<file path="src/rtl/trap_controller_pkg.sv">
// Shared privilege, cause-code and CSR constants for the commit-stage trap sequencer.
// Also holds the sequencer state type and the exception cause helper.
package trap_controller_pkg;

  localparam logic [1:0] PRIV_U = 2'd0;
  localparam logic [1:0] PRIV_S = 2'd1;
  localparam logic [1:0] PRIV_M = 2'd3;

  localparam logic [4:0] EXC_ILLEGAL = 5'd2;
  localparam logic [4:0] EXC_ECALL_U = 5'd8;

  localparam logic [3:0] IRQ_MSI = 4'd3;
  localparam logic [3:0] IRQ_MTI = 4'd7;
  localparam logic [3:0] IRQ_MEI = 4'd11;

  localparam logic [11:0] CSR_MSTATUS = 12'h300;
  localparam logic [11:0] CSR_MIE     = 12'h304;
  localparam logic [11:0] CSR_MTVEC   = 12'h305;
  localparam logic [11:0] CSR_MEPC    = 12'h341;
  localparam logic [11:0] CSR_MCAUSE  = 12'h342;
  localparam logic [11:0] CSR_MTVAL   = 12'h343;

  typedef enum logic [1:0] {
    IDLE    = 2'd0,
    DRAIN   = 2'd1,
    FIRE    = 2'd2,
    RECOVER = 2'd3
  } state_t;

  // ECALL arrives as the U-mode code; the real code depends on the caller's privilege.
  function automatic logic [63:0] exc_cause(input logic [4:0] code, input logic [1:0] priv);
    logic [4:0] c;
    c = (code == EXC_ECALL_U) ? (code + {3'b000, priv}) : code;
    return {59'b0, c};
  endfunction

endpackage

</file>
<file path="src/rtl/trap_controller_if.sv">
// Commit-side and privilege-side signal bundle of the trap sequencer.
// The slave modport is the sequencer's view; the master modport is its environment's view.
interface trap_controller_if #(
  parameter int REG_WIDTH = 64
);
  logic                 wb_valid;
  logic [REG_WIDTH-1:0] wb_pc;
  logic                 wb_exc_valid;
  logic [4:0]           wb_exc_code;
  logic [REG_WIDTH-1:0] wb_exc_tval;
  logic                 wb_is_mret;
  logic                 wb_is_sret;
  logic                 mem_busy;
  logic                 irq_meip;
  logic                 irq_msip;
  logic                 irq_mtip;
  logic [REG_WIDTH-1:0] mie_csr;
  logic                 mstatus_mie;
  logic [1:0]           curr_priv_mode;

  logic                 commit_kill;
  logic                 stall_commit;
  logic                 pipeline_flush;
  logic                 trap_en;
  logic [63:0]          trap_cause;
  logic [REG_WIDTH-1:0] trap_pc;
  logic [REG_WIDTH-1:0] trap_mtval;
  logic                 trap_is_ret;
  logic [1:0]           trap_ret_from_priv;

  modport slave (
    input  wb_valid, wb_pc, wb_exc_valid, wb_exc_code, wb_exc_tval,
           wb_is_mret, wb_is_sret, mem_busy, irq_meip, irq_msip, irq_mtip,
           mie_csr, mstatus_mie, curr_priv_mode,
    output commit_kill, stall_commit, pipeline_flush, trap_en, trap_cause,
           trap_pc, trap_mtval, trap_is_ret, trap_ret_from_priv
  );

  modport master (
    output wb_valid, wb_pc, wb_exc_valid, wb_exc_code, wb_exc_tval,
           wb_is_mret, wb_is_sret, mem_busy, irq_meip, irq_msip, irq_mtip,
           mie_csr, mstatus_mie, curr_priv_mode,
    input  commit_kill, stall_commit, pipeline_flush, trap_en, trap_cause,
           trap_pc, trap_mtval, trap_is_ret, trap_ret_from_priv
  );
endinterface

</file>
<file path="src/rtl/trap_controller_irq_prio_enc.sv">
// Fixed-priority interrupt encoder: pending_i = {MEI, MSI, MTI}, MEI wins, then MSI, then MTI.
module irq_prio_enc
  import trap_controller_pkg::*;
(
  input  logic [2:0] pending_i,
  output logic       take_o,
  output logic [3:0] code_o
);

  always_comb begin
    take_o = |pending_i;
    code_o = 4'd0;
    if (pending_i[2])      code_o = IRQ_MEI;
    else if (pending_i[1]) code_o = IRQ_MSI;
    else if (pending_i[0]) code_o = IRQ_MTI;
  end

endmodule

</file>
<file path="src/rtl/trap_controller.sv">
// Commit-stage trap sequencer: picks the winning trap/xRET at commit, waits for memory to drain,
// strobes the privilege block for one cycle, then holds the pipeline flushed while fetch redirects.
module trap_controller
  import trap_controller_pkg::*;
#(
  parameter int REG_WIDTH    = 64,
  parameter int FLUSH_CYCLES = 2
) (
  input logic         clk,
  input logic         reset,
  trap_controller_if.slave trap_bus
);

  localparam int CNT_W = (FLUSH_CYCLES > 1) ? $clog2(FLUSH_CYCLES) : 1;
  localparam logic [CNT_W-1:0] CNT_LOAD = CNT_W'(FLUSH_CYCLES - 1);

  state_t               state_q, state_d;
  logic [CNT_W-1:0]     cnt_q, cnt_d;
  logic [63:0]          cause_q, cause_d;
  logic [REG_WIDTH-1:0] pc_q, pc_d;
  logic [REG_WIDTH-1:0] tval_q, tval_d;
  logic                 is_ret_q, is_ret_d;
  logic [1:0]           ret_priv_q, ret_priv_d;

  logic [2:0] pending;
  logic       irq_pend;
  logic [3:0] irq_code;
  logic       irq_take, exc_take, mret_take, sret_take, event_any;

  logic                 kill_o, stall_o, flush_o, trap_en_o, is_ret_o;
  logic [63:0]          cause_o;
  logic [REG_WIDTH-1:0] pc_o, tval_o;
  logic [1:0]           ret_priv_o;

  logic unused_mie;
  assign unused_mie = ^{trap_bus.mie_csr[REG_WIDTH-1:12], trap_bus.mie_csr[10:8],
                        trap_bus.mie_csr[6:4], trap_bus.mie_csr[2:0]};

  assign pending = {trap_bus.irq_meip & trap_bus.mie_csr[11],
                    trap_bus.irq_msip & trap_bus.mie_csr[3],
                    trap_bus.irq_mtip & trap_bus.mie_csr[7]};

  irq_prio_enc u_irq_prio_enc (
    .pending_i (pending),
    .take_o    (irq_pend),
    .code_o    (irq_code)
  );

  // Below M-mode interrupts are always globally enabled; in M-mode mstatus.MIE gates them.
  assign irq_take  = trap_bus.wb_valid & ((trap_bus.curr_priv_mode != PRIV_M) | trap_bus.mstatus_mie)
                     & irq_pend;
  assign exc_take  = trap_bus.wb_valid & trap_bus.wb_exc_valid;
  assign mret_take = trap_bus.wb_valid & trap_bus.wb_is_mret;
  assign sret_take = trap_bus.wb_valid & trap_bus.wb_is_sret;
  assign event_any = irq_take | exc_take | mret_take | sret_take;

  always_ff @(posedge clk) begin
    if (reset) begin
      state_q    <= IDLE;
      cnt_q      <= '0;
      cause_q    <= '0;
      pc_q       <= '0;
      tval_q     <= '0;
      is_ret_q   <= 1'b0;
      ret_priv_q <= 2'd0;
    end else begin
      state_q    <= state_d;
      cnt_q      <= cnt_d;
      cause_q    <= cause_d;
      pc_q       <= pc_d;
      tval_q     <= tval_d;
      is_ret_q   <= is_ret_d;
      ret_priv_q <= ret_priv_d;
    end
  end

  always_comb begin
    state_d    = state_q;
    cnt_d      = cnt_q;
    cause_d    = cause_q;
    pc_d       = pc_q;
    tval_d     = tval_q;
    is_ret_d   = is_ret_q;
    ret_priv_d = ret_priv_q;
    kill_o     = 1'b0;
    stall_o    = 1'b0;
    flush_o    = 1'b0;
    trap_en_o  = 1'b0;
    is_ret_o   = 1'b0;
    cause_o    = '0;
    pc_o       = '0;
    tval_o     = '0;
    ret_priv_o = 2'd0;

    unique case (state_q)
      IDLE: begin
        if (event_any) begin
          kill_o     = 1'b1;
          state_d    = trap_bus.mem_busy ? DRAIN : FIRE;
          pc_d       = trap_bus.wb_pc;
          cause_d    = '0;
          tval_d     = '0;
          is_ret_d   = 1'b0;
          ret_priv_d = 2'd0;
          if (irq_take) begin
            cause_d = {1'b1, 59'b0, irq_code};
          end else if (exc_take) begin
            cause_d = exc_cause(trap_bus.wb_exc_code, trap_bus.curr_priv_mode);
            tval_d  = trap_bus.wb_exc_tval;
          end else if (mret_take) begin
            is_ret_d   = 1'b1;
            ret_priv_d = PRIV_M;
          end else begin
            is_ret_d   = 1'b1;
            ret_priv_d = PRIV_S;
          end
        end
      end
      DRAIN: begin
        stall_o = 1'b1;
        if (!trap_bus.mem_busy) state_d = FIRE;
      end
      FIRE: begin
        stall_o    = 1'b1;
        flush_o    = 1'b1;
        trap_en_o  = ~is_ret_q;
        is_ret_o   = is_ret_q;
        cause_o    = cause_q;
        pc_o       = pc_q;
        tval_o     = tval_q;
        ret_priv_o = ret_priv_q;
        cnt_d      = CNT_LOAD;
        state_d    = RECOVER;
      end
      RECOVER: begin
        stall_o = 1'b1;
        flush_o = 1'b1;
        if (cnt_q == '0) state_d = IDLE;
        else             cnt_d   = cnt_q - 1'b1;
      end
      default: state_d = IDLE;
    endcase
  end

  assign trap_bus.commit_kill        = kill_o;
  assign trap_bus.stall_commit       = stall_o;
  assign trap_bus.pipeline_flush     = flush_o;
  assign trap_bus.trap_en            = trap_en_o;
  assign trap_bus.trap_is_ret        = is_ret_o;
  assign trap_bus.trap_cause         = cause_o;
  assign trap_bus.trap_pc            = pc_o;
  assign trap_bus.trap_mtval         = tval_o;
  assign trap_bus.trap_ret_from_priv = ret_priv_o;

endmodule
</file>
<file path="src/flat_wrapper.sv">
// flat-port wrapper written by rule: the top's interface ports become plain ports
module trap_controller_flat import trap_controller_pkg::*;
#(
  parameter int REG_WIDTH    = 64,
  parameter int FLUSH_CYCLES = 2
)
  (clk, reset, trap_bus_wb_valid, trap_bus_wb_pc, trap_bus_wb_exc_valid, trap_bus_wb_exc_code, trap_bus_wb_exc_tval, trap_bus_wb_is_mret, trap_bus_wb_is_sret, trap_bus_mem_busy, trap_bus_irq_meip, trap_bus_irq_msip, trap_bus_irq_mtip, trap_bus_mie_csr, trap_bus_mstatus_mie, trap_bus_curr_priv_mode, trap_bus_commit_kill, trap_bus_stall_commit, trap_bus_pipeline_flush, trap_bus_trap_en, trap_bus_trap_cause, trap_bus_trap_pc, trap_bus_trap_mtval, trap_bus_trap_is_ret, trap_bus_trap_ret_from_priv);
  trap_controller_if #(.REG_WIDTH(REG_WIDTH)) trap_bus_i ();
  input logic clk;
  input logic reset;
  input wire logic [$bits(trap_bus_i.wb_valid)-1:0] trap_bus_wb_valid;
  input wire logic [$bits(trap_bus_i.wb_pc)-1:0] trap_bus_wb_pc;
  input wire logic [$bits(trap_bus_i.wb_exc_valid)-1:0] trap_bus_wb_exc_valid;
  input wire logic [$bits(trap_bus_i.wb_exc_code)-1:0] trap_bus_wb_exc_code;
  input wire logic [$bits(trap_bus_i.wb_exc_tval)-1:0] trap_bus_wb_exc_tval;
  input wire logic [$bits(trap_bus_i.wb_is_mret)-1:0] trap_bus_wb_is_mret;
  input wire logic [$bits(trap_bus_i.wb_is_sret)-1:0] trap_bus_wb_is_sret;
  input wire logic [$bits(trap_bus_i.mem_busy)-1:0] trap_bus_mem_busy;
  input wire logic [$bits(trap_bus_i.irq_meip)-1:0] trap_bus_irq_meip;
  input wire logic [$bits(trap_bus_i.irq_msip)-1:0] trap_bus_irq_msip;
  input wire logic [$bits(trap_bus_i.irq_mtip)-1:0] trap_bus_irq_mtip;
  input wire logic [$bits(trap_bus_i.mie_csr)-1:0] trap_bus_mie_csr;
  input wire logic [$bits(trap_bus_i.mstatus_mie)-1:0] trap_bus_mstatus_mie;
  input wire logic [$bits(trap_bus_i.curr_priv_mode)-1:0] trap_bus_curr_priv_mode;
  output wire logic [$bits(trap_bus_i.commit_kill)-1:0] trap_bus_commit_kill;
  output wire logic [$bits(trap_bus_i.stall_commit)-1:0] trap_bus_stall_commit;
  output wire logic [$bits(trap_bus_i.pipeline_flush)-1:0] trap_bus_pipeline_flush;
  output wire logic [$bits(trap_bus_i.trap_en)-1:0] trap_bus_trap_en;
  output wire logic [$bits(trap_bus_i.trap_cause)-1:0] trap_bus_trap_cause;
  output wire logic [$bits(trap_bus_i.trap_pc)-1:0] trap_bus_trap_pc;
  output wire logic [$bits(trap_bus_i.trap_mtval)-1:0] trap_bus_trap_mtval;
  output wire logic [$bits(trap_bus_i.trap_is_ret)-1:0] trap_bus_trap_is_ret;
  output wire logic [$bits(trap_bus_i.trap_ret_from_priv)-1:0] trap_bus_trap_ret_from_priv;
  assign trap_bus_i.wb_valid = trap_bus_wb_valid;
  assign trap_bus_i.wb_pc = trap_bus_wb_pc;
  assign trap_bus_i.wb_exc_valid = trap_bus_wb_exc_valid;
  assign trap_bus_i.wb_exc_code = trap_bus_wb_exc_code;
  assign trap_bus_i.wb_exc_tval = trap_bus_wb_exc_tval;
  assign trap_bus_i.wb_is_mret = trap_bus_wb_is_mret;
  assign trap_bus_i.wb_is_sret = trap_bus_wb_is_sret;
  assign trap_bus_i.mem_busy = trap_bus_mem_busy;
  assign trap_bus_i.irq_meip = trap_bus_irq_meip;
  assign trap_bus_i.irq_msip = trap_bus_irq_msip;
  assign trap_bus_i.irq_mtip = trap_bus_irq_mtip;
  assign trap_bus_i.mie_csr = trap_bus_mie_csr;
  assign trap_bus_i.mstatus_mie = trap_bus_mstatus_mie;
  assign trap_bus_i.curr_priv_mode = trap_bus_curr_priv_mode;
  assign trap_bus_commit_kill = trap_bus_i.commit_kill;
  assign trap_bus_stall_commit = trap_bus_i.stall_commit;
  assign trap_bus_pipeline_flush = trap_bus_i.pipeline_flush;
  assign trap_bus_trap_en = trap_bus_i.trap_en;
  assign trap_bus_trap_cause = trap_bus_i.trap_cause;
  assign trap_bus_trap_pc = trap_bus_i.trap_pc;
  assign trap_bus_trap_mtval = trap_bus_i.trap_mtval;
  assign trap_bus_trap_is_ret = trap_bus_i.trap_is_ret;
  assign trap_bus_trap_ret_from_priv = trap_bus_i.trap_ret_from_priv;
  trap_controller #(.REG_WIDTH(REG_WIDTH), .FLUSH_CYCLES(FLUSH_CYCLES)) u_core (.clk(clk), .reset(reset), .trap_bus(trap_bus_i));
endmodule
</file>
<file path="config.mk">
export PLATFORM = sky130hd
export DESIGN_NAME = trap_controller_flat
export DESIGN_NICKNAME = d
export VERILOG_FILES = /design/src/rtl/trap_controller_pkg.sv /design/src/rtl/trap_controller_if.sv /design/src/rtl/trap_controller_irq_prio_enc.sv /design/src/rtl/trap_controller.sv /design/src/flat_wrapper.sv
export SDC_FILE = /design/constraint.sdc
export NUM_CORES = 1
export LEC_CHECK = 0
export BUFFER_PORTS_ARGS = -buffer_cell sky130_fd_sc_hd__buf_2
export CORE_AREA = 2 2 157 159
export DETAILED_ROUTE_END_ITERATION = 8
export DIE_AREA = 0 0 159 161
export PLACE_DENSITY = 0.54
export RECOVER_POWER = 50
export SLEW_MARGIN = 15
export SYNTH_ARGS = -nofsm -noshare
export SYNTH_HDL_FRONTEND = slang
export SYNTH_SLANG_ARGS = --single-unit
</file>
<file path="constraint.sdc">
create_clock -name clk -period 1.9 [get_ports clk]
set_clock_uncertainty 0.15 [all_clocks]
set_input_delay 0 -clock clk [delete_from_list [all_inputs] [get_ports clk]]
set_output_delay 0 -clock clk [all_outputs]
set_load 0.03 [all_outputs]
</file>
Word level (Yosys, flattened, before mapping)

Index checks and enable logic that the tools add are counted.

Register bits after elaboration: 198
Latch bits: 0
RAM bits: 0
Bits in read-only memories: 0
Word-level logic and storage cells: 67
Memories kept: 0

Add/subtract/negate cells: 2
$mul: 0
Div/mod/pow operators: 0
$lt $le $gt $ge: 0
Equality and inequality tests: 8
Shift operators: 0
Mux-type cells: 30
Bitwise gates (word level): 13
Reductions and logical operators: 7

Operators by type and width:

| cell                  | count |
|---|---|
| $mux W64              | 6 |
| $mux W2               | 8 |
| $mux W5               | 2 |
| $mux W1               | 9 |
| $and A1 B1 Y1         | 8 |
| $pmux W2 S4           | 1 |
| $mux W3               | 2 |
| $ne A2 B2 Y1 const B  | 3 |
| $reduce_or A3 Y1      | 2 |
| $add A5 B2 Y5         | 1 |
| $eq A5 B4 Y1 const B  | 1 |
| $eq A2 B2 Y1 const B  | 2 |
| $mux W4               | 1 |
| $or A1 B1 Y1          | 4 |
| $reduce_and A3 Y1     | 1 |
| $eq A2 B1 Y1 const B  | 1 |
| $logic_not A2 Y1      | 1 |
| $ne A2 B1 Y1 const B  | 1 |
| $pmux W1 S2           | 1 |
| $reduce_and A2 Y1     | 1 |
| $reduce_bool A2 Y1    | 1 |
| $reduce_or A2 Y1      | 1 |
| $not A1 Y1            | 1 |
| $sub A1 B1 Y1 const B | 1 |

Logic depth before layout (Yosys ltp)

Depth in word-level cells: 9
Depth in mapped cells: 10

Hierarchy

A second synthesis with hierarchy kept.

Cell total of the unflattened synthesis: 886
Area, all modules: 6877.8 um^2

Modules (own cells, without submodules):

| module          | instances | cells each | area each (um^2) | seq. area each (um^2) |
|---|---|---|---|---|
| trap_controller | 1         | 881        | 6841.6           | 2782.7 |
| irq_prio_enc    | 1         | 5          | 36.3             | 0.0 |

Worst setup path after synthesis

No wires, ideal clock.

Path type: register -> register
Start point: reg u_core.state_q[0]
End point: reg u_core.pc_q[16]
Setup time: 70 ps
Arrival: 1777 ps
Required time: 1680 ps
Setup slack: -98 ps
Cell stages (with the launch flop): 10
Clock period less this slack: 1998 ps
Cells stage by stage: dfxtp_1 -> inv_1 -> ha_1 -> buf_2 -> and2_1 -> clkbuf_1 -> clkbuf_1 -> buf_1 -> nand3_1 -> a21oi_1

Cells in the longest elaborated chain, start to end: 2

Ends and longest elaborated chain:

| what                               | line                  | text |
|---|---|---|
| from (decl)                        | trap_controller.sv:17 | `state_t state_q, state_d;` |
| from (signal assigned)             | trap_controller.sv:67 | `state_q <= state_d;` |
| $logic_not A2 Y1                   | trap_controller.sv:95 | `unique case (state_q)` |
| $reduce_and A2 Y1 (no source line) | --                    |  |
| to (signal assigned)               | trap_controller.sv:70 | `pc_q <= pc_d;` |
| to (decl)                          | trap_controller.sv:20 | `logic [REG_WIDTH-1:0] pc_q, pc_d;` |

No other way between the ends.
A chain may end at the register's enable or synchronous reset.

Worst setup path in the final report

Start point: reg u_core.state_q[0]
End point: out trap_bus_pipeline_flush

Cells in the longest elaborated chain, start to end: 3
Elaborated cells between the ends (all ways): 4
Classes of those cells: eq/ne (2); mux (1); reduce/logical (1)

Ends and longest elaborated chain:

| what                                  | line                  | text |
|---|---|---|
| $eq A2 B2 Y1                          | trap_controller.sv:95 |  |
| $reduce_or A2 Y1 (no source line) (*) | --                    |  |
| $mux W1 (*)                           | trap_controller.sv:95 |  |
| to (decl)                             | flat_wrapper.sv:27    | `output wire logic [$bits(trap_bus_i.pipeline_flush)-1:0] trap_bus_pipeline_flush;` |

Mark *: on every way between the ends. The rest lies on a longest branch, timed or not.

==> summary.md <==
| Metric | Value |
|---|---|
| Synthesis-stage register bit count | 139 |
| Synth-to-Final Area Change | 70.5% |
| Fill count | 2274 |
| Number of H-tree levels | 4 |
| Mapped Cells | 738 |
| Slew margin rel. | 54.4% |
| Final net count | 1378 |
| Row cnt | 57 |
| Routing usage on met1 | 21.0% |
| Worst-Skew Late Latency | 0.42 ns |
| Crit-path slowest cell | dfxtp_2 |
| Synth top cells by count | dfxtp_1, and2_1, a21oi_1, buf_4, a22o_1 |
| Die area | 25600 um^2 |
| Final Util | 45.8% |
| Clock Path Buffers | 2 |
| Count leader, synth | dfxtp_1 |
| Violated checks | negative setup slack |
| Inserted Clock Buffers | 17 |
| Die height | 161 um |
| Final WS setup | -0.0259 ns |
| DR WL/cell | 16.1 um |
| Worst path cell trace | inv_2, buf_6, ha_4, buf_4, or2_2, buf_4 |
| Critical Path Sink Type | output pin |
| Multi-input gate area | 3240 um^2 |
| Crit-path max cell delay | 0.35 ns |
| Drt pass-1 iters | 5 |
| Synth top area share | 43.3% |
| Fmax | 519 MHz |
| Post-synth cell types | 41 |
| WL final | 24100 um |
| Setup_tns | -0.0779 ns |
| Placer Congestion | 0.777 |
| RSZ-0062 raised after global routing | yes |
| Status | finished, violations left |
| HP Class | input port to flop |
| Post-synthesis sequential area ratio | 43.3% |
| Syn Std Cell Area | 6430 um^2 |
| Via Count | 6801 |
| Worst VDD drop | 0.000403 V |
| Worst slack, placed | 0.103 ns |
| Gr usage total | 17.3% |
| # setup viols final | 8 |
| Power per cell area | 924 nW/um^2 |
| Met2 usage | 29.7% |
| Met3 usage in global routing | 5.55% |
| ANT nets after route | 0 |
| Starting density of the core | 26.8% |
| FF/Latch Area | 2790 um^2 |
| Least-Margin Pin Slew | 0.685 ns |
| Grt ovf | 0 |
| CTS tree | built |
| Minimum clock period after layout | 1.93 ns |
| Most area-consuming cells after synthesis | dfxtp_1, and2_1, a22o_1 |
| Fraction of registers with async set/reset | 0% |
| Core Box Area | 24000 um^2 |
| CP arrival | 1.78 ns |
| Clock root buffer | clkbuf_16 |
| Via density | 4.54 |
| Initial antenna violation count | 1 |
| Crit Path Class | flop to output pin |
| Post-synth EDFFs | 0 |
| Iter 0 DRT Violations | 376 |
| Yosys top cell by area | dfxtp_1 |
| Clock slew at reported path FFs | 0.06 ns |
| I/O Pins | 409 |
| Worst setup SP type | flop |
| DRC Markers | 0 |
| Layout cells sized above 1 | 36.1% |
| DP HPWL | 14300 um |
| Vias in the first global route | 6742 |
| Leakage Power | 4.97 nW |
| Top_reg_cell synth | dfxtp_1 |
| Max-slew violations | 0 |
| YS warnings | 0 |
| Horiz. Die Dim | 159 um |
| First-pass GRT wire length | 35800 um |
| Final hold viol count | 0 |
| Largest net degree at the start of global routing | 65 |
| Input/output buffers | 289 |
| Max Cap Violations | 0 |
| Top Usage Layer GRT | met2 |
| Avg Synthesized Cell Area | 8.72 um^2 |
| Clock tree sinks | 139 |
| Crit Path Max Fanout | 11 |
| Required time worst endpoint | 1.75 ns |
| Crit path top cell by count | buf_4 |
| Period utilization | 101% |
==> layout make-up <==
type	instances	area share (%)
repair buffers	474	35.8
multi-input cells	519	29.5
flip-flops and latches	139	25.4
clock buffers	19	3.95
well taps	324	3.70
clock inverters	12	1.29
inverters	10	0.342
diodes	1	0.0228
==> flip-flops by register name (all words and copies together), names as in the netlist <==
name               count
u_core.pc_q           64
u_core.tval_q         64
u_core.cause_q         6
u_core.ret_priv_q      2
u_core.state_q         2
u_core.cnt_q           1
==> worst max-delay path: cells and delay by family, from the launching register on <==
kind,cells,cell delay [ns]
AND/OR/NAND/NOR,1,0.29
flip-flops,1,0.35
adder cells (fa/ha/maj),1,0.20
buffers and inverters,4,0.51
==> layout by cell type, fill, tap and decap left out, types with 3 or more instances in the layout <==
cell / n
buf_2: 186
dlygate4sd3_1: 142
dfxtp_1: 137
and2_1: 92
a21oi_1: 70
a22o_1: 65
buf_4: 65
nand3_1: 64
buf_6: 62
o21ai_0: 60
conb_1: 58
and2_4: 45
clkbuf_16: 21
buf_12: 13
o21ai_1: 12
inv_1: 8
nor2_1: 7
ha_1: 5
clkinv_4: 4
nand2_1: 3
nand2b_1: 3
inv_6: 3
==> per-stage QoR <==
step | hold WS [ns] | cells | cell area, um^2 | power [mW]
floorplan | -0.0174 | 795 | 6660 | 5.18
global placement | 0.0662 | 1312 | 8170 | 6.06
detailed placement | 0.0692 | 1312 | 8170 | 6.07
CTS | 0.0455 | 1486 | 10400 | 9.74
global route | 0.0768 | 1498 | 11000 | 10.7
finish | 0.0522 | 1498 | 11000 | 10.1
==> repair_timing <==
| item | in CTS | in global routing |
|---|---|---|
| gates cloned | 0 | 6 |
| pin swaps | 1 | 20 |
| hold endpoints to repair | 137 | 0 |
| hold buffers | 142 | 0 |
| resized for setup | 75 | 173 |
| endpoints found under the setup margin | 128 | 143 |
| buffers inserted | 1 | 5 |
==> worst paths after layout <==
path                                        from                              to  slack [ns]  cells after the start
setup reg to reg  u_core.state_q[0]$_SDFFE_PP0P_  u_core.tval_q[29]$_SDFFE_PP0P_        0.13                      8
setup / recovery  u_core.state_q[0]$_SDFFE_PP0P_         trap_bus_pipeline_flush       -0.03                      6
hold reg to reg   u_core.tval_q[26]$_SDFFE_PP0P_  u_core.tval_q[26]$_SDFFE_PP0P_        0.31                      1
hold / removal               trap_bus_mie_csr[3]  u_core.cause_q[2]$_SDFFE_PP0P_        0.05                      4
==> logic make-up after synthesis <==
kind of cell | after synthesis | share of synthesized area, %
muxes | 2 | 0.331
DFF | 139 | 43.3
buffers and inverters | 137 | 12.2
AOI/OAI and AO/OA | 223 | 21.9
other | 1 | 0.0583
and+or+nand+nor | 229 | 20.7
adders and majority gates | 7 | 1.48
==> where the power goes <==
part	switching (mW)	internal, mW
logic	1.94	1.48
clock network	1.37	1.94
registers	0.158	3.25
total	3.46	6.67
==> layer usage <==
metal,vias to the layer above,part of all wire [%]
met5,-,0
met4,0,0.93
met3,15,7.8
met2,287,48
met1,3214,43
li1,3285,-
Note: power is estimated with default switching activity, not from simulation.
